--- src/rtl/uart_recv.sv ---
// -----------------------------------------------------------------------------
// uart_recv -- 8N1 UART receiver (1 start, 8 data LSB first, 1 stop, no parity)
//
// Counterpart of the board UART transmitter; both ends share CLK_FREQ/UART_BPS.
// The RXD pin is synchronised, a falling edge starts a frame, and every bit is
// decided by a 3-sample majority vote around the bit centre.
//
// Ports:
//   clk        system clock
//   rst_n      asynchronous active-low reset
//   uart_rxd   asynchronous serial input, idle high
//   rx_data    last correctly received byte
//   rx_done    one-cycle pulse: rx_data was updated this cycle
//   frame_err  one-cycle pulse: stop bit sampled low, rx_data not updated
//   rx_busy    high while a frame is being received
//
// BPS_CNT (clocks per bit) must be at least 8 so that the sample window
// (HALF-1 .. HALF+1) lies strictly inside the bit and before BPS_CNT-1.
// -----------------------------------------------------------------------------
module uart_recv #(
  parameter int CLK_FREQ = 100_000_000,
  parameter int UART_BPS = 2_500_000
) (
  input  logic       clk,
  input  logic       rst_n,
  input  logic       uart_rxd,
  output logic [7:0] rx_data,
  output logic       rx_done,
  output logic       frame_err,
  output logic       rx_busy
);

  localparam int BPS_CNT = CLK_FREQ / UART_BPS;
  localparam int HALF    = BPS_CNT / 2;

  localparam logic [15:0] CNT_LAST = 16'(BPS_CNT - 1);
  localparam logic [15:0] CNT_PRE  = 16'(HALF - 1);
  localparam logic [15:0] CNT_MID  = 16'(HALF);
  localparam logic [15:0] CNT_DEC  = 16'(HALF + 1);

  typedef enum logic [1:0] {
    IDLE  = 2'd0,
    START = 2'd1,
    DATA  = 2'd2,
    STOP  = 2'd3
  } state_e;

  // ---------------------------------------------------------------------------
  // Input synchroniser and falling-edge detector
  // ---------------------------------------------------------------------------
  logic rxd_s1_q, rxd_s2_q, rxd_s3_q;
  logic fall_edge;

  // NOTE: sequential state is always assigned with non-blocking (<=) so every
  // flop samples the values from before the clock edge; blocking assignments
  // here would collapse the three-flop chain into a single stage.
  always_ff @(posedge clk or negedge rst_n) begin
    if (!rst_n) begin
      // NOTE: the chain resets to the idle-line level (1), not 0, so leaving
      // reset cannot manufacture a falling edge and a phantom start bit.
      rxd_s1_q <= 1'b1;
      rxd_s2_q <= 1'b1;
      rxd_s3_q <= 1'b1;
    end else begin
      rxd_s1_q <= uart_rxd;
      rxd_s2_q <= rxd_s1_q;
      rxd_s3_q <= rxd_s2_q;
    end
  end

  assign fall_edge = rxd_s3_q & ~rxd_s2_q;

  // ---------------------------------------------------------------------------
  // Receive state machine
  // ---------------------------------------------------------------------------
  state_e      state_q;
  logic [15:0] clk_cnt_q;
  logic [2:0]  bit_cnt_q;
  logic [7:0]  shift_q;
  logic [1:0]  samp_q;       // first two votes of the majority window
  logic [7:0]  rx_data_q;
  logic        rx_done_q;
  logic        frame_err_q;
  logic        rx_busy_q;

  logic        bit_val;      // majority of the three votes, valid at CNT_DEC
  logic        at_decide;
  logic        at_last;
  logic [15:0] cnt_wrap;     // clk_cnt_q + 1, wrapping at the end of a bit

  assign bit_val   = (samp_q[0] & samp_q[1]) |
                     (samp_q[0] & rxd_s2_q)  |
                     (samp_q[1] & rxd_s2_q);
  assign at_decide = (clk_cnt_q == CNT_DEC);
  assign at_last   = (clk_cnt_q == CNT_LAST);
  assign cnt_wrap  = at_last ? 16'd0 : clk_cnt_q + 16'd1;

  always_ff @(posedge clk or negedge rst_n) begin
    if (!rst_n) begin
      state_q     <= IDLE;
      clk_cnt_q   <= '0;
      bit_cnt_q   <= '0;
      shift_q     <= '0;
      samp_q      <= 2'b11;
      rx_data_q   <= '0;
      rx_done_q   <= 1'b0;
      frame_err_q <= 1'b0;
      rx_busy_q   <= 1'b0;
    end else begin
      // Pulses default low so each lasts exactly one cycle.
      rx_done_q   <= 1'b0;
      frame_err_q <= 1'b0;
      // Busy is a registered copy of "not idle": it follows the state by one
      // clock, rising 4 clk after the pin edge and falling just after mid-stop.
      rx_busy_q   <= (state_q != IDLE);

      // Gather the first two votes of the window in every active state.
      if (state_q != IDLE) begin
        if (clk_cnt_q == CNT_PRE) samp_q[0] <= rxd_s2_q;
        if (clk_cnt_q == CNT_MID) samp_q[1] <= rxd_s2_q;
      end

      case (state_q)
        IDLE: begin
          clk_cnt_q <= '0;
          // Only an edge starts a frame: a line stuck low (break) is ignored
          // until it has gone high and fallen again.
          if (fall_edge) state_q <= START;
        end

        START: begin
          if (at_decide && bit_val) begin
            // Line was high again at the start-bit centre: a glitch, not a frame.
            state_q   <= IDLE;
            clk_cnt_q <= '0;
          end else begin
            clk_cnt_q <= cnt_wrap;
            if (at_last) begin
              state_q   <= DATA;
              bit_cnt_q <= '0;
            end
          end
        end

        DATA: begin
          clk_cnt_q <= cnt_wrap;
          if (at_decide) shift_q[bit_cnt_q] <= bit_val;
          if (at_last) begin
            if (bit_cnt_q == 3'd7) state_q <= STOP;
            else                   bit_cnt_q <= bit_cnt_q + 3'd1;
          end
        end

        STOP: begin
          clk_cnt_q <= cnt_wrap;
          // Leave at the stop-bit centre so a start bit that follows directly
          // on the stop bit still finds the receiver in IDLE for its edge.
          if (at_decide) begin
            if (bit_val) begin
              rx_data_q <= shift_q;
              rx_done_q <= 1'b1;
            end else begin
              frame_err_q <= 1'b1;
            end
            state_q   <= IDLE;
            clk_cnt_q <= '0;
          end
        end

        default: begin
          state_q   <= IDLE;
          clk_cnt_q <= '0;
        end
      endcase
    end
  end

  assign rx_data   = rx_data_q;
  assign rx_done   = rx_done_q;
  assign frame_err = frame_err_q;
  assign rx_busy   = rx_busy_q;

endmodule

--- config.mk ---
export PLATFORM = sky130hd
export DESIGN_NAME = uart_recv
export DESIGN_NICKNAME = d
export VERILOG_FILES = /design/src/rtl/uart_recv.sv
export SDC_FILE = /design/constraint.sdc
export NUM_CORES = 1
export LEC_CHECK = 0
export CORE_ASPECT_RATIO = 0.9
export CORE_MARGIN = 10
export CORE_UTILIZATION = 50
export DETAILED_ROUTE_END_ITERATION = 10
export GPL_ROUTABILITY_DRIVEN = 0
export GPL_TIMING_DRIVEN = 0
export PLACE_DENSITY = 0.69
export SLEW_MARGIN = 20
export SYNTH_ARGS = -nofsm -noshare
export SYNTH_HDL_FRONTEND = slang
export SYNTH_SLANG_ARGS = --single-unit
--- constraint.sdc ---
create_clock -name clk -period 3.2 [get_ports clk]
set_input_delay 0.64 -clock clk [delete_from_list [all_inputs] [get_ports clk]]
set_output_delay 0.64 -clock clk [all_outputs]
set_load 0.01 [all_outputs]
Word-level counts from Yosys, hierarchy flattened. Cells that the tools add are included.

Multiplexer cells: 25. Reduce and logical (&&, ||, !) cells: 11. $lt $le $gt $ge: 2. Equality and inequality tests: 16. $add $sub $neg: 2. Bitwise gates (word level): 7.

Operators by type and width (count): case mux 16 bit (4 select lines) (1); == test 16 x 5 -> 1 bit, second input constant (3); 2-to-1 mux 16 bit (3); adder 16 x 1 -> 16 bit, second input constant (1); == test 16 x 6 -> 1 bit, second input constant (1); != test 2 bit, second input constant (7); 2-to-1 mux 2 bit (6); 2-to-1 mux 3 bit (4); AND reduction 5 bit (2); bitwise mux 8 bit (1); case mux 2 bit (4 select lines) (1); 2-to-1 mux 1 bit (7); case mux 3 bit (2 select lines) (1); AND reduction 2 bit (3); AND 1 bit (4); == test 2 bit, second input constant (2); < comparator 3 x 4 -> 1 bit, second input constant (1); nonzero test 2 bit (2); adder 3 x 1 -> 3 bit, second input constant (1); demux 1 bit (select 3 bit) (1); == test 3 bit, second input constant (1); >= comparator 3 x 1 -> 1 bit, second input constant (1); != test 3 bit, second input constant (1); AND reduction 3 bit (1); other kinds (5) (7).

Output and inout port bits: 11. Bits of input ports: 3. Word-level logic and storage cells: 76. Register bits: 45.

Depth between registers and ports, before layout.
Depth after elaboration: 6. Mapped depth: 9. Gate-level depth less buffers: 7.

Least setup slack after synthesis. Ideal clock, no wire load.

Kind: flip-flop to flip-flop. From: register clk_cnt_q[7]. To: register shift_q[2]. Clock period less this slack: 1.778 ns. Buffers on the path: 1. Slack: 1.422 ns. Library setup time: 0.125 ns. Cell stages (with the launch flop): 7. Data required time: 3.075 ns. Data arrival time: 1.653 ns. Cell sequence: dfrtp_1 nor4_4 and4_1 buf_6 and2b_4 nand2_2 mux2_4.

Longest elaborated chain between the ends: 2.

RTL lines: start: declaration (RTL line 77) `logic [15:0] clk_cnt_q;`; start signal: assignment (RTL line 137) `clk_cnt_q <= cnt_wrap;`; start signal: assignment (RTL line 146) `clk_cnt_q <= cnt_wrap;`; start signal: assignment (RTL line 155) `clk_cnt_q <= cnt_wrap;`; == test 16 x 5 -> 1 bit (RTL line 94) `assign at_decide = (clk_cnt_q == CNT_DEC);`; AND reduction 2 bit (no source line); end signal: indexed assignment (RTL line 147) `if (at_decide) shift_q[bit_cnt_q] <= bit_val;`; end: declaration (RTL line 79) `logic [7:0] shift_q;`.

No other way between the ends. A chain may end at the register's enable or synchronous reset.

Worst setup path in the final report.
From: register clk_cnt_q[8]. To: register shift_q[2].

The elaborated chain is that of the path after synthesis.

==> metrics.log <==
[metrics] overall die width: 89.3 um
[metrics] hold violation total from the final report: 0
[metrics] most frequent cells after synthesis: dfrtp_1 (40), nor2_1 (24), mux2_2 (13), nand3_1 (12)
[metrics] effective utilization at floorplan: 0.524
[metrics] setup ws final: 1.26 ns
[metrics] number of DRC markers in iteration 0: 97
[metrics] cell-internal power: 949 uW
[metrics] final clock skew: 0.00931 ns
[metrics] Final nets: 217
[metrics] routed vias: 1426
[metrics] CTS Buffer Depth: 2
[metrics] Top FF cell, synth: dfrtp_1
[metrics] register bit count reported by yosys: 45
[metrics] switching power share of the total: 0.267
[metrics] Die Y: 82.4 um
[metrics] multiplexer share of the synthesized area: 0.100
[metrics] Worst VDD drop: 0.353 mV
[metrics] clock network fraction of total power: 0.335
[metrics] fin crit period: 1.94 ns
[metrics] most repeated cell in the gate-level netlist after synthesis: dfrtp_1
[metrics] CTS root buffer: clkbuf_8
[metrics] # resized after CTS: 0
[metrics] worst slew margin relative to its limit: 0.583
[metrics] post-synthesis async set-or-reset flop share: 1.00
[metrics] count of pins on the block boundary: 14
[metrics] floorplan die area: 7360 um^2
[metrics] number of optimization iterations in the first detailed-route pass: 4
[metrics] pin count of the biggest net entering global routing: 34
[metrics] top-area cell type share of the netlist area: 0.463
[metrics] fin crit share: 0.605
[metrics] count of flip-flops with a built-in enable after synthesis: 0
[metrics] cell types occupying the most area after synthesis: dfrtp_1 (46%), mux2_2 (6.8%), dfstp_2 (6.1%), nor2_1 (4.2%), xor2_1 (4.1%)
[metrics] fill count: 337
[metrics] depth of the worst register-to-register path: 6
[metrics] Post-Synth Simple-Gate Area: 0.215
[metrics] Post-route DRC: 0
[metrics] site row count: 22
[metrics] fraction of final layout cells sized beyond drive strength 1: 0.210
[metrics] post-synthesis cell count: 188
[metrics] parity-gate share of the synthesized area counting xor and xnor cells: 0.0567
[metrics] final standard cell utilization of the core: 0.602
[metrics] post-synth cell types: 37
[metrics] ant diodes: 0
[metrics] half-perimeter wire length of the detailed placement result: 2950 um
[metrics] post-route ant nets: 0
[metrics] number of buffers created by CTS: 5
[metrics] outcome: completed
[metrics] dominant combinational cell family by area after synthesis: simple AND/OR/NAND/NOR gates
[metrics] crit start category: flop
[metrics] Seq pwr share: 0.505
[metrics] core region area: 4130 um^2
[metrics] setup slack of the worst register-to-register path: 1.26 ns
[metrics] Crit. End Element: flop
[metrics] vias per std cell: 5.53
[metrics] WP data arrival: 2.12 ns
[metrics] startpoint of the worst register-to-register path: clk_cnt_q[8]
[metrics] area added between synthesis and finish: 14.9%
[metrics] Req. time, crit path: 3.38 ns
[metrics] reported max-cap violation count: 0
[metrics] global-route wire length before repair: 7170 um
[metrics] end of the worst register-to-register path: shift_q[2]
[metrics] Leakage: 0.00114 uW
[metrics] insertion delay to the later sink of the worst-skew pair: 0.29 ns
[metrics] transition time of the tightest slew-check pin: 0.621 ns
[metrics] final non-filler cell area: 2480 um^2
[metrics] sequential fraction of the synthesis area: 0.524
[metrics] dpl ws: 1.28 ns
[metrics] Reg clk slew, reported paths: 0.08 ns
[metrics] total setup buffers inserted after CTS: 0
[metrics] Remaining Overflow, GRT: 0
[metrics] net switching power: 345 uW
[metrics] compound-cell area share of the yosys netlist: 0.0434
[metrics] mean post-synth cell area: 11.5 um^2
[metrics] antenna violations before repair: 0
[metrics] Cell Pwr Density: 521 nW/um^2
[metrics] count of endpoints failing setup in the final report: 0
[metrics] overall fraction of global-route tracks in use: 0.123
[metrics] CTS tree: built
[metrics] Net Count, Synth: 196
[metrics] Synthesis Warnings: 0
[metrics] Setup CP Type: reg -> reg
[metrics] I/O Buffers: 13
[metrics] count of hold buffers inserted by post-cts repair: 0
[metrics] wire length reported by the detailed router: 4020 um
[metrics] Inst Count DP: 250
[metrics] H-Tree Level Count: 2
[metrics] clock net sink count: 45
[metrics] highest net fanout along the worst path: 10
[metrics] worst min-delay path category: in -> async
[metrics] via count of the first global-routing pass: 1472
[metrics] most area-hungry cell type in the Yosys netlist: dfrtp_1
[metrics] average wire length per cell after detail routing: 15.6 um
[metrics] share of synthesized cell area in full adder, half adder and majority cells: 0.0336
[metrics] number of standard cells in the final layout excluding fillers: 258
[metrics] Post-DP Area: 2370 um^2
[metrics] Comb pwr share: 0.160
[metrics] cell area after synthesis: 2160 um^2
[metrics] final count of pins violating max slew: 0
[metrics] top achievable clock speed: 0.516 GHz
[metrics] final sum of negative setup slack: 0 ns
[metrics] RSZ-0062 raised after global routing: no
==> layout make-up <==
| type | instances | area [um^2] | area share |
|---|---|---|---|
| multi-input cells | 131 | 971 | 0.391 |
| clock buffers | 7 | 86.3 | 0.0348 |
| well taps | 48 | 60.1 | 0.0242 |
| inverters | 6 | 22.5 | 0.00907 |
| flip-flops and latches | 45 | 1130 | 0.456 |
| clock inverters | 1 | 30.0 | 0.0121 |
| plain buffers | 6 | 36.3 | 0.0146 |
| repair buffers | 14 | 145 | 0.0584 |
==> registers in the layout (all words and copies together) (netlist names), 2 cells and up, named ones only <==
signal / cells
shift_q: 8
clk_cnt_q: 16
rx_data: 8
bit_cnt_q: 3
samp_q: 2
==> kinds of logic after synthesis <==
family / after synthesis
adder cells (fa/ha/maj): 6
XOR/XNOR: 14
buffers and inverters: 12
multiplexers: 18
flip-flops: 45
AND/OR/NAND/NOR: 79
AO/OA/AOI/OAI: 14
==> metrics by stage <==
step           total power, uW  hold slack (ns)
2_1_floorplan              800            0.344
3_3_place_gp               851            0.347
3_5_place_dp               871            0.348
4_1_cts                   1310            0.230
5_1_grt                   1360            0.240
6_report                  1290            0.221
==> metal layers <==
metal	global-route usage	wire (um)	part of all wire
met1	0.158	1950	0.49
met2	0.194	1850	0.46
met3	0.0342	158	0.039
met4	0.0444	57	0.014
met5	0	0	0
==> power groups by stage <==
stage	Clock (uW)	Sequential (uW)	Combinational, uW
after global placement	0	659	192
after floorplan	0	654	146
final	434	653	206
after CTS	444	652	211
after global routing	468	659	235
after detailed placement	0	663	208
==> placed cells by master, fill, tap and decap left out, drive strengths merged, types with 5 or more instances in the layout <==
cell,n
clkbuf,9
nand4,5
nand3,13
nor2,24
ha,5
xor2,10
buf,6
dfrtp,40
dfstp,5
inv,6
nand2,14
clkdlybuf4s50,12
mux2,17
==> worst max path at each step <==
stage	from	endpoint	slack (ns)
2_1_floorplan	clk_cnt_q[7]	shift_q[2]	1.42
3_3_place_gp	rst_n	shift_q[5]	0.39
3_5_place_dp	rxd_s2_q	rx_data[3]	1.28
4_1_cts	clk_cnt_q[10]	shift_q[0]	1.27
5_1_grt	clk_cnt_q[3]	clk_cnt_q[4]	1.10
6_report	clk_cnt_q[8]	shift_q[2]	1.26
==> critical path, stage by stage (launching register included) <==
cell and delay [ns]:
dfrtp_1 0.43, nor3_1 0.40, and4_1 0.27, buf_6 0.15, and2b_4 0.20, nand2_2 0.07
mux2_4 0.30
No activity file was read; power rests on OpenSTA's default activity.
